==> src/rtl/instr_mem_loader_if.sv <==
// Byte-stream input and instruction-memory write port of the program loader.
// The slave side is the loader; the master side is whoever feeds bytes and owns the memory.
interface instr_mem_loader_if #(
  parameter int ADDR_W = 32
);
  logic [7:0]        rx_data;
  logic              rx_valid;
  logic              rx_ready;
  logic              mem_we;
  logic [ADDR_W-1:0] mem_addr;
  logic [31:0]       mem_wdata;

  modport master (
    output rx_data, rx_valid,
    input  rx_ready, mem_we, mem_addr, mem_wdata
  );

  modport slave (
    input  rx_data, rx_valid,
    output rx_ready, mem_we, mem_addr, mem_wdata
  );
endinterface

==> src/rtl/instr_mem_loader.sv <==
// Loads a program image (count byte + big-endian words) into instruction memory
// while holding the CPU; all outputs are registered.
module instr_mem_loader #(
  parameter int                ADDR_W    = 32,
  parameter logic [ADDR_W-1:0] BASE_ADDR = {ADDR_W{1'b0}},
  parameter int                MAX_WORDS = 64
) (
  input  logic              clk,
  input  logic              reset,
  input  logic              load_start,
  instr_mem_loader_if.slave bus,
  output logic              cpu_hold,
  output logic              load_done,
  output logic              load_error,
  output logic [7:0]        words_loaded
);

  localparam logic [7:0] MAX_LIMIT = 8'(MAX_WORDS);

  typedef enum logic [2:0] {
    ST_IDLE  = 3'd0,
    ST_HDR   = 3'd1,
    ST_BYTES = 3'd2,
    ST_WRITE = 3'd3,
    ST_DONE  = 3'd4
  } state_t;

  state_t            state_r;
  state_t            next_state_s;
  logic              accept_s;
  logic              rx_ready_r;
  logic              mem_we_r;
  logic              cpu_hold_r;
  logic              load_done_r;
  logic              load_error_r;
  logic              rx_ready_nxt_s;
  logic              mem_we_nxt_s;
  logic              cpu_hold_nxt_s;
  logic              load_done_nxt_s;
  logic [7:0]        word_cnt_r;
  logic [7:0]        rcv_cnt_r;
  logic [7:0]        words_loaded_r;
  logic [1:0]        byte_idx_r;
  logic [23:0]       shift_r;
  logic [ADDR_W-1:0] mem_addr_r;
  logic [31:0]       mem_wdata_r;

  assign accept_s = bus.rx_valid & rx_ready_r;

  // State register
  always_ff @(posedge clk) begin
    if (reset) begin
      state_r <= ST_IDLE;
    end else begin
      state_r <= next_state_s;
    end
  end

  // Next-state logic
  always_comb begin
    next_state_s = state_r;
    case (state_r)
      ST_IDLE, ST_DONE: begin
        if (load_start) next_state_s = ST_HDR;
        else            next_state_s = state_r;
      end
      ST_HDR: begin
        if (!accept_s)                next_state_s = ST_HDR;
        else if (bus.rx_data == 8'd0) next_state_s = ST_DONE;
        else                          next_state_s = ST_BYTES;
      end
      ST_BYTES: begin
        if (accept_s && (byte_idx_r == 2'd3)) next_state_s = ST_WRITE;
        else                                  next_state_s = ST_BYTES;
      end
      ST_WRITE: begin
        if ((rcv_cnt_r + 8'd1) == word_cnt_r) next_state_s = ST_DONE;
        else                                  next_state_s = ST_BYTES;
      end
      default: next_state_s = ST_IDLE;
    endcase
  end

  // Output decode of the upcoming state, so the registered outputs line up with it
  always_comb begin
    rx_ready_nxt_s  = 1'b0;
    mem_we_nxt_s    = 1'b0;
    cpu_hold_nxt_s  = 1'b0;
    load_done_nxt_s = 1'b0;
    case (next_state_s)
      ST_HDR, ST_BYTES: begin
        rx_ready_nxt_s = 1'b1;
        cpu_hold_nxt_s = 1'b1;
      end
      ST_WRITE: begin
        cpu_hold_nxt_s = 1'b1;
        mem_we_nxt_s   = ~load_error_r;
      end
      ST_DONE: begin
        load_done_nxt_s = 1'b1;
      end
      default: begin
        rx_ready_nxt_s = 1'b0;
      end
    endcase
  end

  // Output registers
  always_ff @(posedge clk) begin
    if (reset) begin
      rx_ready_r  <= 1'b0;
      mem_we_r    <= 1'b0;
      cpu_hold_r  <= 1'b0;
      load_done_r <= 1'b0;
    end else begin
      rx_ready_r  <= rx_ready_nxt_s;
      mem_we_r    <= mem_we_nxt_s;
      cpu_hold_r  <= cpu_hold_nxt_s;
      load_done_r <= load_done_nxt_s;
    end
  end

  // Header capture, word assembly, address and counters
  always_ff @(posedge clk) begin
    if (reset) begin
      word_cnt_r     <= 8'd0;
      rcv_cnt_r      <= 8'd0;
      words_loaded_r <= 8'd0;
      byte_idx_r     <= 2'd0;
      shift_r        <= 24'd0;
      mem_addr_r     <= BASE_ADDR;
      mem_wdata_r    <= 32'd0;
      load_error_r   <= 1'b0;
    end else begin
      case (state_r)
        ST_IDLE, ST_DONE: begin
          if (load_start) begin
            rcv_cnt_r      <= 8'd0;
            words_loaded_r <= 8'd0;
            byte_idx_r     <= 2'd0;
            mem_addr_r     <= BASE_ADDR;
            load_error_r   <= 1'b0;
          end
        end
        ST_HDR: begin
          if (accept_s) begin
            word_cnt_r   <= bus.rx_data;
            load_error_r <= (bus.rx_data > MAX_LIMIT);
          end
        end
        ST_BYTES: begin
          if (accept_s) begin
            if (byte_idx_r == 2'd3) begin
              mem_wdata_r <= {shift_r, bus.rx_data};
              byte_idx_r  <= 2'd0;
            end else begin
              shift_r    <= {shift_r[15:0], bus.rx_data};
              byte_idx_r <= byte_idx_r + 2'd1;
            end
          end
        end
        ST_WRITE: begin
          // Error loads still walk the address so the byte count stays honest
          mem_addr_r <= mem_addr_r + ADDR_W'(4);
          rcv_cnt_r  <= rcv_cnt_r + 8'd1;
          if (!load_error_r) words_loaded_r <= words_loaded_r + 8'd1;
          else               words_loaded_r <= words_loaded_r;
        end
        default: begin
          byte_idx_r <= 2'd0;
        end
      endcase
    end
  end

  assign bus.rx_ready  = rx_ready_r;
  assign bus.mem_we    = mem_we_r;
  assign bus.mem_addr  = mem_addr_r;
  assign bus.mem_wdata = mem_wdata_r;
  assign cpu_hold      = cpu_hold_r;
  assign load_done     = load_done_r;
  assign load_error    = load_error_r;
  assign words_loaded  = words_loaded_r;

endmodule

==> src/flat_wrapper.sv <==
// flat-port wrapper written by rule: the top's interface ports become plain ports
module instr_mem_loader_flat 
#(
  parameter int                ADDR_W    = 32,
  parameter logic [ADDR_W-1:0] BASE_ADDR = {ADDR_W{1'b0}},
  parameter int                MAX_WORDS = 64
)
  (clk, reset, load_start, cpu_hold, load_done, load_error, words_loaded, bus_rx_data, bus_rx_valid, bus_rx_ready, bus_mem_we, bus_mem_addr, bus_mem_wdata);
  instr_mem_loader_if #(.ADDR_W(ADDR_W)) bus_i ();
  input  logic clk;
  input  logic reset;
  input  logic load_start;
  output logic cpu_hold;
  output logic load_done;
  output logic load_error;
  output logic [7:0] words_loaded;
  input wire logic [$bits(bus_i.rx_data)-1:0] bus_rx_data;
  input wire logic [$bits(bus_i.rx_valid)-1:0] bus_rx_valid;
  output wire logic [$bits(bus_i.rx_ready)-1:0] bus_rx_ready;
  output wire logic [$bits(bus_i.mem_we)-1:0] bus_mem_we;
  output wire logic [$bits(bus_i.mem_addr)-1:0] bus_mem_addr;
  output wire logic [$bits(bus_i.mem_wdata)-1:0] bus_mem_wdata;
  assign bus_i.rx_data = bus_rx_data;
  assign bus_i.rx_valid = bus_rx_valid;
  assign bus_rx_ready = bus_i.rx_ready;
  assign bus_mem_we = bus_i.mem_we;
  assign bus_mem_addr = bus_i.mem_addr;
  assign bus_mem_wdata = bus_i.mem_wdata;
  instr_mem_loader #(.ADDR_W(ADDR_W), .BASE_ADDR(BASE_ADDR), .MAX_WORDS(MAX_WORDS)) u_core (.clk(clk), .reset(reset), .load_start(load_start), .bus(bus_i), .cpu_hold(cpu_hold), .load_done(load_done), .load_error(load_error), .words_loaded(words_loaded));
endmodule
==> config.mk <==
export PLATFORM = sky130hd
export DESIGN_NAME = instr_mem_loader_flat
export DESIGN_NICKNAME = d
export VERILOG_FILES = /design/src/rtl/instr_mem_loader_if.sv /design/src/rtl/instr_mem_loader.sv /design/src/flat_wrapper.sv
export SDC_FILE = /design/constraint.sdc
export NUM_CORES = 1
export LEC_CHECK = 0
export CAP_MARGIN = 20
export CORE_UTILIZATION = 35
export DETAILED_ROUTE_END_ITERATION = 8
export SETUP_SLACK_MARGIN = 0.2
export SLEW_MARGIN = 25
export SYNTH_ARGS = -nofsm -noshare
export SYNTH_HDL_FRONTEND = slang
export SYNTH_SLANG_ARGS = --single-unit
==> constraint.sdc <==
create_clock -name clk -period 5.2 [get_ports clk]
set_clock_uncertainty 0.2 [all_clocks]
set_input_delay 1.3 -clock clk [delete_from_list [all_inputs] [get_ports clk]]
set_output_delay 1.3 -clock clk [all_outputs]
set_load 0.01 [all_outputs]
==> impl_results.md <==
- CP top delay family: simple AND/OR/NAND/NOR gates
- Fin nets: 707
- Count leader, synth: nand2_1
- CTS max path bufs: 2
- Critical Path Max Stage Delay: between 0.4 and 0.5 ns
- Placer Congestion: 0.794
- Total CTS buffers: 17
- Die X: 123 um
- CTS tree: done
- Core Rows: between 40 and 50
- Leak: roughly 2.3 nW
- DP Wirelength: 8290 um
- Initial Util: 36.3%
- Slew margin rel.: 41.4%
- Mapped Cells: 620
- Internal: 0.00177 W
- Synth warnings: 0
- WP buf/inv: 1
- Slew Viols, Final: 0
- Arr. time, crit path: 3.50 ns
- GR Overflow Total: 0
- RSZ-0062 raised after global routing: false
- Ports: 89
- Clock slew at reported path FFs: 0.05 ns
- Register area share after synthesis: 47.1%
- Core Region: 14,000 um2
- Initial antenna violation count: 0
- Most common flop cell mapped by yosys: dfxtp_1
- Area share of the largest cell type after synthesis: 47.1%
- Pwr dens: 334 nW/um2
- Critical path class: primary input to flop
- # port buffers: 86
- # H-tree levels: 4
- Die Footprint: 15,100 um2
- Most frequent cells after synthesis: nand2_1, dfxtp_1, a21oi_1
- Final period utilization: 65.1%
- Yosys top cell by area: dfxtp_1
- Share of layout cells above drive strength 1: 6.97%
- First-pass GRT wire length: 20,800 um
- Vias per cell: ~5.0
- Hold buffer count at cts: 0
- Measured slew at the worst slew-check pin: 0.879 ns
- Vias in the first global route: 4,317
- Max-cap violation count: 0
- Synthesis-stage register bit count: 120
- ANT cells: 0
- Detailed-route wire length per cell: 14.0 um
- Die Ht: between 100 and 150 um
- Worst VDD drop: 0.230 mV
- Async SR Flop Fraction: 0%
- Maximum clock rate: 0.295 GHz
- Switching portion of total power: 20.4%
- Layout area overhead: 30.2%
- Worst Path Max Fanout: 12
- Worst min-delay path class: flop to flop
- Hold Fails Final Rpt: 0
- Clk pwr share: 54.4%
- Minimum clock period: 3.38 ns
- Synthesized cell area: 5100 um2
- Setup crit end kind: flop
- Post-Route WL: 12,400 um
- Reg power frac: 42.1%
- Post-synth cell types: 55
- Crit start category: primary input
- CTS resizes: 0
- Setup TNS: 0 ns
- Status: finished, final reports clean
- Gr usage total: 17.7%
- Final core utilization: between 40% and 50%
- Sink Count: 120
- Critical Path, Cell by Cell: clkdlybuf4s50_1 > or3b_4 > a21oi_2 > nand3_2 > or3_1 > a21oi_1
- DRC viols: 0
- Worst-Skew Late Latency: 0.41 ns
- Postcts setup bufs: 0
- Via count: roughly 4,400
- 1st-pass router iterations: 4
- Switching component of the power: 0.000452 W
- Post-synthesis area per instance: 8.23 um2
- Number of synthesized flops with an enable pin: 0
- Final setup violation count: 0
- Top post-synthesis cells by area: dfxtp_1, nand2_1, a21oi_1, xor2_1, nor2_1
- Iteration-0 DRC Markers: 276
- CTS Root Cell: clkbuf_16
- Req. time, crit path: 5.31 ns
- Slowest-stage cell, CP: a21oi_2
- Comb power frac: 3.5%
- Final ANT Viol Nets: 0
- Largest net degree at the start of global routing: slightly above 80
## worst paths after layout
kind / start / to / slack (ns) / cells past startpoint
setup / recovery: load_start / u_core.bus.mem_addr[30] / 1.82 / 6
hold / removal: u_core.bus.mem_wdata[23] / u_core.bus.mem_wdata[23] / 0.25 / 2
setup reg to reg: u_core.state_r[0] / u_core.bus.mem_addr[30] / 2.51 / 5
hold reg to reg: u_core.bus.mem_wdata[23] / u_core.bus.mem_wdata[23] / 0.25 / 2
## per-layer routing
metal	vias up	global-route usage, %	share of wire, %
li1	2261	-	-
met5	-	0	0
met3	11	5.44	4.8
met2	87	28.0	48
met1	2074	22.5	47
met4	0	6.55	1.1
## stage by stage
step	std cells	hold WS (ns)	cell area (um2)	setup slack [ns]	power, W
after detailed placement	852	0.247	6030	1.42	0.00103
final	883	0.252	6640	1.82	0.00222
after floorplan	621	0.232	5110	2.31	0.00100
after CTS	883	0.255	6640	1.84	0.00224
after global placement	852	0.244	6030	1.50	0.00103
after global routing	883	0.270	6640	1.70	0.00230
## power by group through the flow
stage          registers [W]   logic, W  clock network [W]
2_1_floorplan       0.000951  0.0000537                  0
3_3_place_gp        0.000952  0.0000777                  0
3_5_place_dp        0.000953  0.0000787                  0
4_1_cts             0.000933  0.0000792            0.00123
5_1_grt             0.000934  0.0000873            0.00128
6_report            0.000934  0.0000783            0.00121
## worst register-to-register path: stages (launching register included)
cell	delay (ns)
dfxtp_1	0.48
nand3b_1	0.49
a21oi_2	0.64
nand3_2	0.21
or3_1	0.39
a21oi_1	0.17
## sequential cells by signal (all words and copies together), names as in the netlist
signal                cells
u_core.bus.mem_we         1
u_core.cpu_hold           1
u_core.bus.mem_addr      30
u_core.state_r            3
u_core.rcv_cnt_r          8
u_core.words_loaded       8
u_core.byte_idx_r         2
u_core.bus.rx_ready       1
u_core.load_error         1
u_core.load_done          1
u_core.bus.mem_wdata     32
u_core.shift_r           24
u_core.word_cnt_r         8
## cell families (layout without fill, tap and decap cells)
group                      after synthesis  in the layout  synth area share (%)
DFF                                    120            120                  47.1
adders and majority gates                4              4                 0.981
AOI/OAI and AO/OA                      109            109                  12.1
buffers and inverters                   45            127                  4.22
muxes                                    9              9                  1.86
and+or+nand+nor                        291            291                  26.6
other                                    1              2                0.0735
xor gates and xnor gates                41             41                  7.04
## layout by cell type (no fill, tap or decap), types with 15 or more instances in the layout
| cell | netlist | final |
|---|---|---|
| nand2_1 | 138 | 138 |
| dfxtp_1 | 120 | 120 |
| clkdlybuf4s50_1 | 0 | 85 |
| a21oi_1 | 77 | 77 |
| nor2_1 | 59 | 58 |
| xor2_1 | 26 | 26 |
| nand4_1 | 21 | 21 |
| clkbuf_16 | 0 | 17 |
| nand3_1 | 16 | 16 |
| xnor2_1 | 15 | 15 |
## layout make-up
class	count	area, um2
inverters	6	22.5
flip-flops and latches	120	2400
repair buffers	90	886
fillers	1338	7400
clock inverters	8	118
well taps	180	225
clock buffers	23	498
multi-input cells	456	2490
Power figures use the tool's default switching activity.
